`config.mk`:
```
export PLATFORM = sky130hd
export DESIGN_NAME = rr_arbiter_16_flat
export DESIGN_NICKNAME = d
export VERILOG_FILES = /design/src/rtl/arb_pkg.sv /design/src/rtl/rr_arbiter_16_if.sv /design/src/rtl/prio_enc_16x4.sv /design/src/rtl/rr_arbiter_16.sv /design/src/flat_wrapper.sv
export SDC_FILE = /design/constraint.sdc
export NUM_CORES = 1
export LEC_CHECK = 0
export BUFFER_PORTS_ARGS = -buffer_cell sky130_fd_sc_hd__buf_4
export CAP_MARGIN = 20
export CORE_ASPECT_RATIO = 0.6
export CORE_MARGIN = 8
export CORE_UTILIZATION = 29
export CTS_CLUSTER_SIZE = 20
export DETAILED_ROUTE_END_ITERATION = 16
export HOLD_SLACK_MARGIN = 0.15
export PLACE_DENSITY_LB_ADDON = 0.25
export SLEW_MARGIN = 15
export SYNTH_ARGS = -nofsm -noshare
export SYNTH_HDL_FRONTEND = slang
export SYNTH_SLANG_ARGS = --single-unit
```
`constraint.sdc`:
```
create_clock -name clk -period 3.9 [get_ports clk]
set_clock_uncertainty 0.15 [all_clocks]
set_input_delay 0.39 -clock clk [delete_from_list [all_inputs] [get_ports clk]]
set_output_delay 0.39 -clock clk [all_outputs]
set_load 0.02 [all_outputs]
```
`src/rtl/arb_pkg.sv`:
```
// Shared constants, state encoding and helpers for the 16-way round-robin arbiter.
package arb_pkg;

  localparam int unsigned N   = 16;
  localparam int unsigned IDW = 4;

  typedef enum logic {
    IDLE  = 1'b0,
    GRANT = 1'b1
  } arb_state_e;

  function automatic logic [N-1:0] onehot(input logic [IDW-1:0] id);
    logic [N-1:0] v;
    v     = '0;
    v[id] = 1'b1;
    return v;
  endfunction

endpackage

```
`src/rtl/rr_arbiter_16_if.sv`:
```
// Request/grant bundle between the requesters (master) and the arbiter (slave).
interface rr_arbiter_16_if;
  import arb_pkg::*;

  logic [N-1:0]   req;
  logic [N-1:0]   gnt;
  logic [IDW-1:0] gnt_id;
  logic           gnt_valid;

  modport master (output req, input gnt, input gnt_id, input gnt_valid);
  modport slave  (input req, output gnt, output gnt_id, output gnt_valid);

endinterface

```
`src/rtl/prio_enc_16x4.sv`:
```
// Lowest-index-first priority encoder: idx of the first set bit, any when one exists.
module prio_enc_16x4
  import arb_pkg::*;
(
  input  logic [N-1:0]   vec,
  output logic [IDW-1:0] idx,
  output logic           any
);

  always_comb begin
    idx = '0;
    any = 1'b0;
    for (int unsigned i = 0; i < N; i++) begin
      if (vec[i] && !any) begin
        idx = IDW'(i);
        any = 1'b1;
      end
    end
  end

endmodule

```
`src/rtl/rr_arbiter_16.sv`:
```
// Round-robin arbiter for 16 requesters with registered one-hot/binary grant
// and an optional hold-time limit that only applies while others are waiting.
module rr_arbiter_16
  import arb_pkg::*;
#(
  parameter int unsigned MAX_HOLD = 8
)(
  input  logic            clk,
  input  logic            rst,
  rr_arbiter_16_if.slave  bus
);

  localparam int unsigned    HCW       = (MAX_HOLD > 1) ? $clog2(MAX_HOLD) : 1;
  localparam logic [HCW-1:0] HOLD_LAST = HCW'((MAX_HOLD > 0) ? MAX_HOLD - 1 : 0);
  localparam bit             HOLD_EN   = (MAX_HOLD != 0);

  arb_state_e     state_q;
  logic [IDW-1:0] ptr_q;
  logic [HCW-1:0] hold_q;
  logic [N-1:0]   gnt_q;
  logic [IDW-1:0] gnt_id_q;
  logic           gnt_valid_q;

  logic [N-1:0]   cur_mask;
  logic [N-1:0]   ptr_mask;
  logic [N-1:0]   cand_all;
  logic [N-1:0]   cand_hi;
  logic [IDW-1:0] idx_hi;
  logic [IDW-1:0] idx_all;
  logic           any_hi;
  logic           any_all;
  logic [IDW-1:0] sel_idx;
  logic           released;
  logic           timeout;
  logic           grant_end;

  // The current owner is masked out so a pending handoff never re-selects it.
  always_comb begin
    cur_mask  = (state_q == GRANT) ? onehot(gnt_id_q) : '0;
    ptr_mask  = {N{1'b1}} << ptr_q;
    cand_all  = bus.req & ~cur_mask;
    cand_hi   = cand_all & ptr_mask;
    sel_idx   = any_hi ? idx_hi : idx_all;
    released  = !bus.req[gnt_id_q];
    timeout   = HOLD_EN && (hold_q == HOLD_LAST) && any_all;
    grant_end = released || timeout;
  end

  prio_enc_16x4 u_enc_hi (
    .vec (cand_hi),
    .idx (idx_hi),
    .any (any_hi)
  );

  prio_enc_16x4 u_enc_all (
    .vec (cand_all),
    .idx (idx_all),
    .any (any_all)
  );

  always_ff @(posedge clk or posedge rst) begin
    if (rst) begin
      state_q     <= IDLE;
      ptr_q       <= '0;
      hold_q      <= '0;
      gnt_q       <= '0;
      gnt_id_q    <= '0;
      gnt_valid_q <= 1'b0;
    end else begin
      case (state_q)
        IDLE: begin
          if (any_all) begin
            state_q     <= GRANT;
            gnt_q       <= onehot(sel_idx);
            gnt_id_q    <= sel_idx;
            gnt_valid_q <= 1'b1;
            hold_q      <= '0;
          end
        end
        GRANT: begin
          if (grant_end) begin
            ptr_q <= gnt_id_q + 1'b1;
            if (any_all) begin
              gnt_q       <= onehot(sel_idx);
              gnt_id_q    <= sel_idx;
              gnt_valid_q <= 1'b1;
              hold_q      <= '0;
            end else begin
              state_q     <= IDLE;
              gnt_q       <= '0;
              gnt_id_q    <= '0;
              gnt_valid_q <= 1'b0;
              hold_q      <= '0;
            end
          end else if (HOLD_EN && (hold_q != HOLD_LAST)) begin
            hold_q <= hold_q + 1'b1;
          end
        end
        default: state_q <= IDLE;
      endcase
    end
  end

  assign bus.gnt       = gnt_q;
  assign bus.gnt_id    = gnt_id_q;
  assign bus.gnt_valid = gnt_valid_q;

endmodule

```
`src/flat_wrapper.sv`:
```
// flat-port wrapper written by rule: the top's interface ports become plain ports
module rr_arbiter_16_flat import arb_pkg::*;
#(
  parameter int unsigned MAX_HOLD = 8
)
  (clk, rst, bus_req, bus_gnt, bus_gnt_id, bus_gnt_valid);
  rr_arbiter_16_if bus_i ();
  input  logic clk;
  input  logic rst;
  input wire logic [$bits(bus_i.req)-1:0] bus_req;
  output wire logic [$bits(bus_i.gnt)-1:0] bus_gnt;
  output wire logic [$bits(bus_i.gnt_id)-1:0] bus_gnt_id;
  output wire logic [$bits(bus_i.gnt_valid)-1:0] bus_gnt_valid;
  assign bus_i.req = bus_req;
  assign bus_gnt = bus_i.gnt;
  assign bus_gnt_id = bus_i.gnt_id;
  assign bus_gnt_valid = bus_i.gnt_valid;
  rr_arbiter_16 #(.MAX_HOLD(MAX_HOLD)) u_core (.clk(clk), .rst(rst), .bus(bus_i));
endmodule
```
==> results.sh <==
export IMPL_grt_overflow_total=0
export IMPL_finalHoldViolations=0
export IMPL_antenna_found_initial=0
export IMPL_drive_above_1_share_pct=24.7
export IMPL_ys_ff_latch=29
export IMPL_rsz0062_at_grt="false"
export IMPL_n_fill_cell=804
export IMPL_hp_class="flop to flop"
export IMPL_dieArea_um2=11400
export IMPL_start_util_pct=30.0
export IMPL_cts_buffers=5
export IMPL_arrival_ns=3.61
export IMPL_crit_path_top_delay_cell="dfrtp_1"
export IMPL_clk_latency_ns=0.27
export IMPL_synth_top_area_share_pct=30.6
export IMPL_slew_viol_final=0
export IMPL_synth_edf_count=0
export IMPL_num_rows=25
export IMPL_fin_nets=323
export IMPL_fmax_ghz=0.275
export IMPL_clkSinkCount=29
export IMPL_p_leak_nw=1.25
export IMPL_wl_per_cell_um=19.4
export IMPL_endpoint_kind="flop"
export IMPL_num_vias=2401
export IMPL_power_density_nw_per_um2=854
export IMPL_grt_max_degree=30
export IMPL_cp_slowest_stage_delay_ns=0.59
export IMPL_clockBufferDepth=2
export IMPL_whs_path_depth=2
export IMPL_area_delta_synth_final_pct=23.3
export IMPL_chipWidth_um=133
export IMPL_syn_cell_area_um2=2370
export IMPL_avgSynthCellArea_um2=9.12
export IMPL_grt_pass1_wl_um=13000
export IMPL_io_pins=39
export IMPL_die_height_um=86.0
export IMPL_period_needed_ns=3.64
export IMPL_cts_tree="done"
export IMPL_r2r_end="u_core.bus.gnt[6]"
export IMPL_place_hpwl_um=6190
export IMPL_first_global_vias=2238
export IMPL_htree_levels=2
export IMPL_gp_congestion=0.950
export IMPL_syn_instance_count=260
export IMPL_viasPerCell=5.88
export IMPL_drc_errors=0
export IMPL_core_area_um2=7910
export IMPL_cp_cell_sequence="ha_1, nand4bb_1, a32oi_1, o32ai_2, or3_1, nor4_1, a211o_1, o31ai_1"
export IMPL_post_route_period_util_pct=93.2
export IMPL_grt_total_usage_pct=14.3
export IMPL_maxCapViolCount=0
export IMPL_startpoint_type="flop"
export IMPL_irDropWorstVdd_v=0.000327
export IMPL_hp_start="u_core.bus.gnt[0]"
export IMPL_status="completed"
export IMPL_root_buffer="clkbuf_16"
export IMPL_drt_wl_total_um=7910
export IMPL_regToRegStartpoint="u_core.bus.gnt_id[1]"
export IMPL_tns_ns=0
export IMPL_yosysMostFrequentCell="nand2_1"
export IMPL_port_buffers=38
export IMPL_synth_warnings=0
export IMPL_ys_top_cells_by_area="dfrtp_1 (31%), nand2_1 (7.0%), o31ai_1 (5.4%)"
export IMPL_postRouteAntennaNets=0
export IMPL_dr_pass1_iters=5
export IMPL_crit_type="flop to flop"
export IMPL_synth_commonest_cells="nand2_1 (44), dfrtp_1 (29), o31ai_1 (17)"
export IMPL_cpLargestDelayFamily="simple AND/OR/NAND/NOR gates"
export IMPL_antennaDiodeCount=0
export IMPL_finalSetupViolations=0
export IMPL_synth_flop_cell="dfrtp_1"
export IMPL_synth_fp_nets=284
export IMPL_cp_max_fo=10
export IMPL_yosysTopAreaCell="dfrtp_1"
export IMPL_path_clk_slew_ns=0.05
export IMPL_worst_pin_slew_ns=0.714
export IMPL_ys_seq_area_share_pct=30.6
export IMPL_cts_setup_buffers=0
export IMPL_placed_area_um2=2760
export IMPL_ys_types=68
export IMPL_slew_headroom_pct=52.3
export IMPL_design_area_um2=2920
export IMPL_drtIter0Drc=235
export IMPL_required_ns=3.87
export IMPL_worst_path_buf_inv=0
export IMPL_ys_async_sr_fraction_pct=100
export IMPL_min_to="u_core.bus.gnt[0]"
export IMPL_rrSetupSlack_ns=0.26
export IMPL_rr_worst_depth=8
[cells by family after synthesis]
logic type / after synthesis / share of synthesized area (%)
mux: 9 / 5.96
simple gates: 100 / 23.2
fa+ha+maj: 6 / 3.17
xor+xnor: 2 / 0.739
compound gates: 91 / 31.0
flops: 29 / 30.6
buf+inv: 23 / 5.33
[placed cells by master (no fill, tap or decap), types with 3 or more instances in the layout]
cell	netlist	routed
o31ai_1	17	17
nor2_1	8	8
o2bb2ai_1	4	4
a31oi_1	3	3
ha_1	6	6
nand2_1	44	44
inv_1	8	8
nand2b_1	4	4
nand4bb_1	4	4
o211a_1	3	3
clkbuf_16	0	5
a22oi_1	4	4
o21ai_0	10	10
nand4b_1	5	5
a21oi_1	12	12
nand3_1	7	7
mux4_2	4	4
nand4_1	5	5
dfrtp_1	29	29
buf_4	2	46
and2_1	4	4
mux2i_1	4	4
a211o_1	3	3
nor3_1	4	4
[timing repair]
item                      CTS  global route
gates resized for setup     0             0
hold endpoints to repair   29             0
hold buffers                1             0
[worst max-delay path by stage]
stage	from	end	depth (start not counted)
3_3_place_gp	u_core.bus.gnt_id[0]	u_core.bus.gnt[3]	9
2_1_floorplan	u_core.bus.gnt_id[1]	u_core.bus.gnt[4]	12
5_1_grt	u_core.bus.gnt_id[0]	u_core.bus.gnt[6]	8
6_report	u_core.bus.gnt_id[1]	u_core.bus.gnt[6]	8
4_1_cts	u_core.bus.gnt_id[0]	u_core.bus.gnt[6]	8
3_5_place_dp	u_core.bus.gnt_id[1]	u_core.bus.gnt[6]	8
[final cells by class]
cell class | instances | area, um2 | share of cell area, %
Inverter | 8 | 30.0 | 1.03
Multi-Input combinational cell | 208 | 1520 | 52.0
Tap cell | 108 | 135 | 4.62
Clock inverter | 1 | 5.00 | 0.171
Clock buffer | 7 | 153 | 5.22
Sequential cell | 29 | 726 | 24.8
Timing Repair Buffer | 47 | 355 | 12.2
[sequential cells by signal (all words and copies together), names as in the netlist]
name and flops:
u_core.bus.gnt 16, u_core.hold_q 3, u_core.state_q 1, u_core.bus.gnt_id 4, u_core.ptr_q 4, u_core.bus.gnt_valid 1
[routing by layer]
metal	GRT usage, %	vias up	wire length, um
met3	4.32	4	740
met4	2.46	0	24
met5	0	-	0
met2	17.5	111	3020
li1	-	1093	-
met1	22.7	1193	4130
[tightest hold or removal path, cell delays in order, from the launching register on]
cell,delay (ns)
dfrtp_1,0.34
nand2_1,0.06
o31ai_2,0.05
[where the power goes]
part           switching [mW]  internal (mW)
clock network           0.133          0.270
logic                   0.904          0.596
registers               0.178          0.416
[through the flow]
step / total power, mW / hold WS, ns / cells / setup slack (ns) / utilization, %
2_1_floorplan: 1.61 / 0.294 / 260 / 0.810 / -
3_3_place_gp: 2.07 / 0.318 / 399 / 0.393 / 34.8
3_5_place_dp: 2.07 / 0.322 / 399 / 0.339 / 34.8
4_1_cts: 2.49 / 0.333 / 408 / 0.322 / 36.9
5_1_grt: 2.69 / 0.356 / 408 / 0.0615 / 36.9
6_report: 2.50 / 0.330 / 408 / 0.264 / 36.9
(Power assumes the default switching activity.)
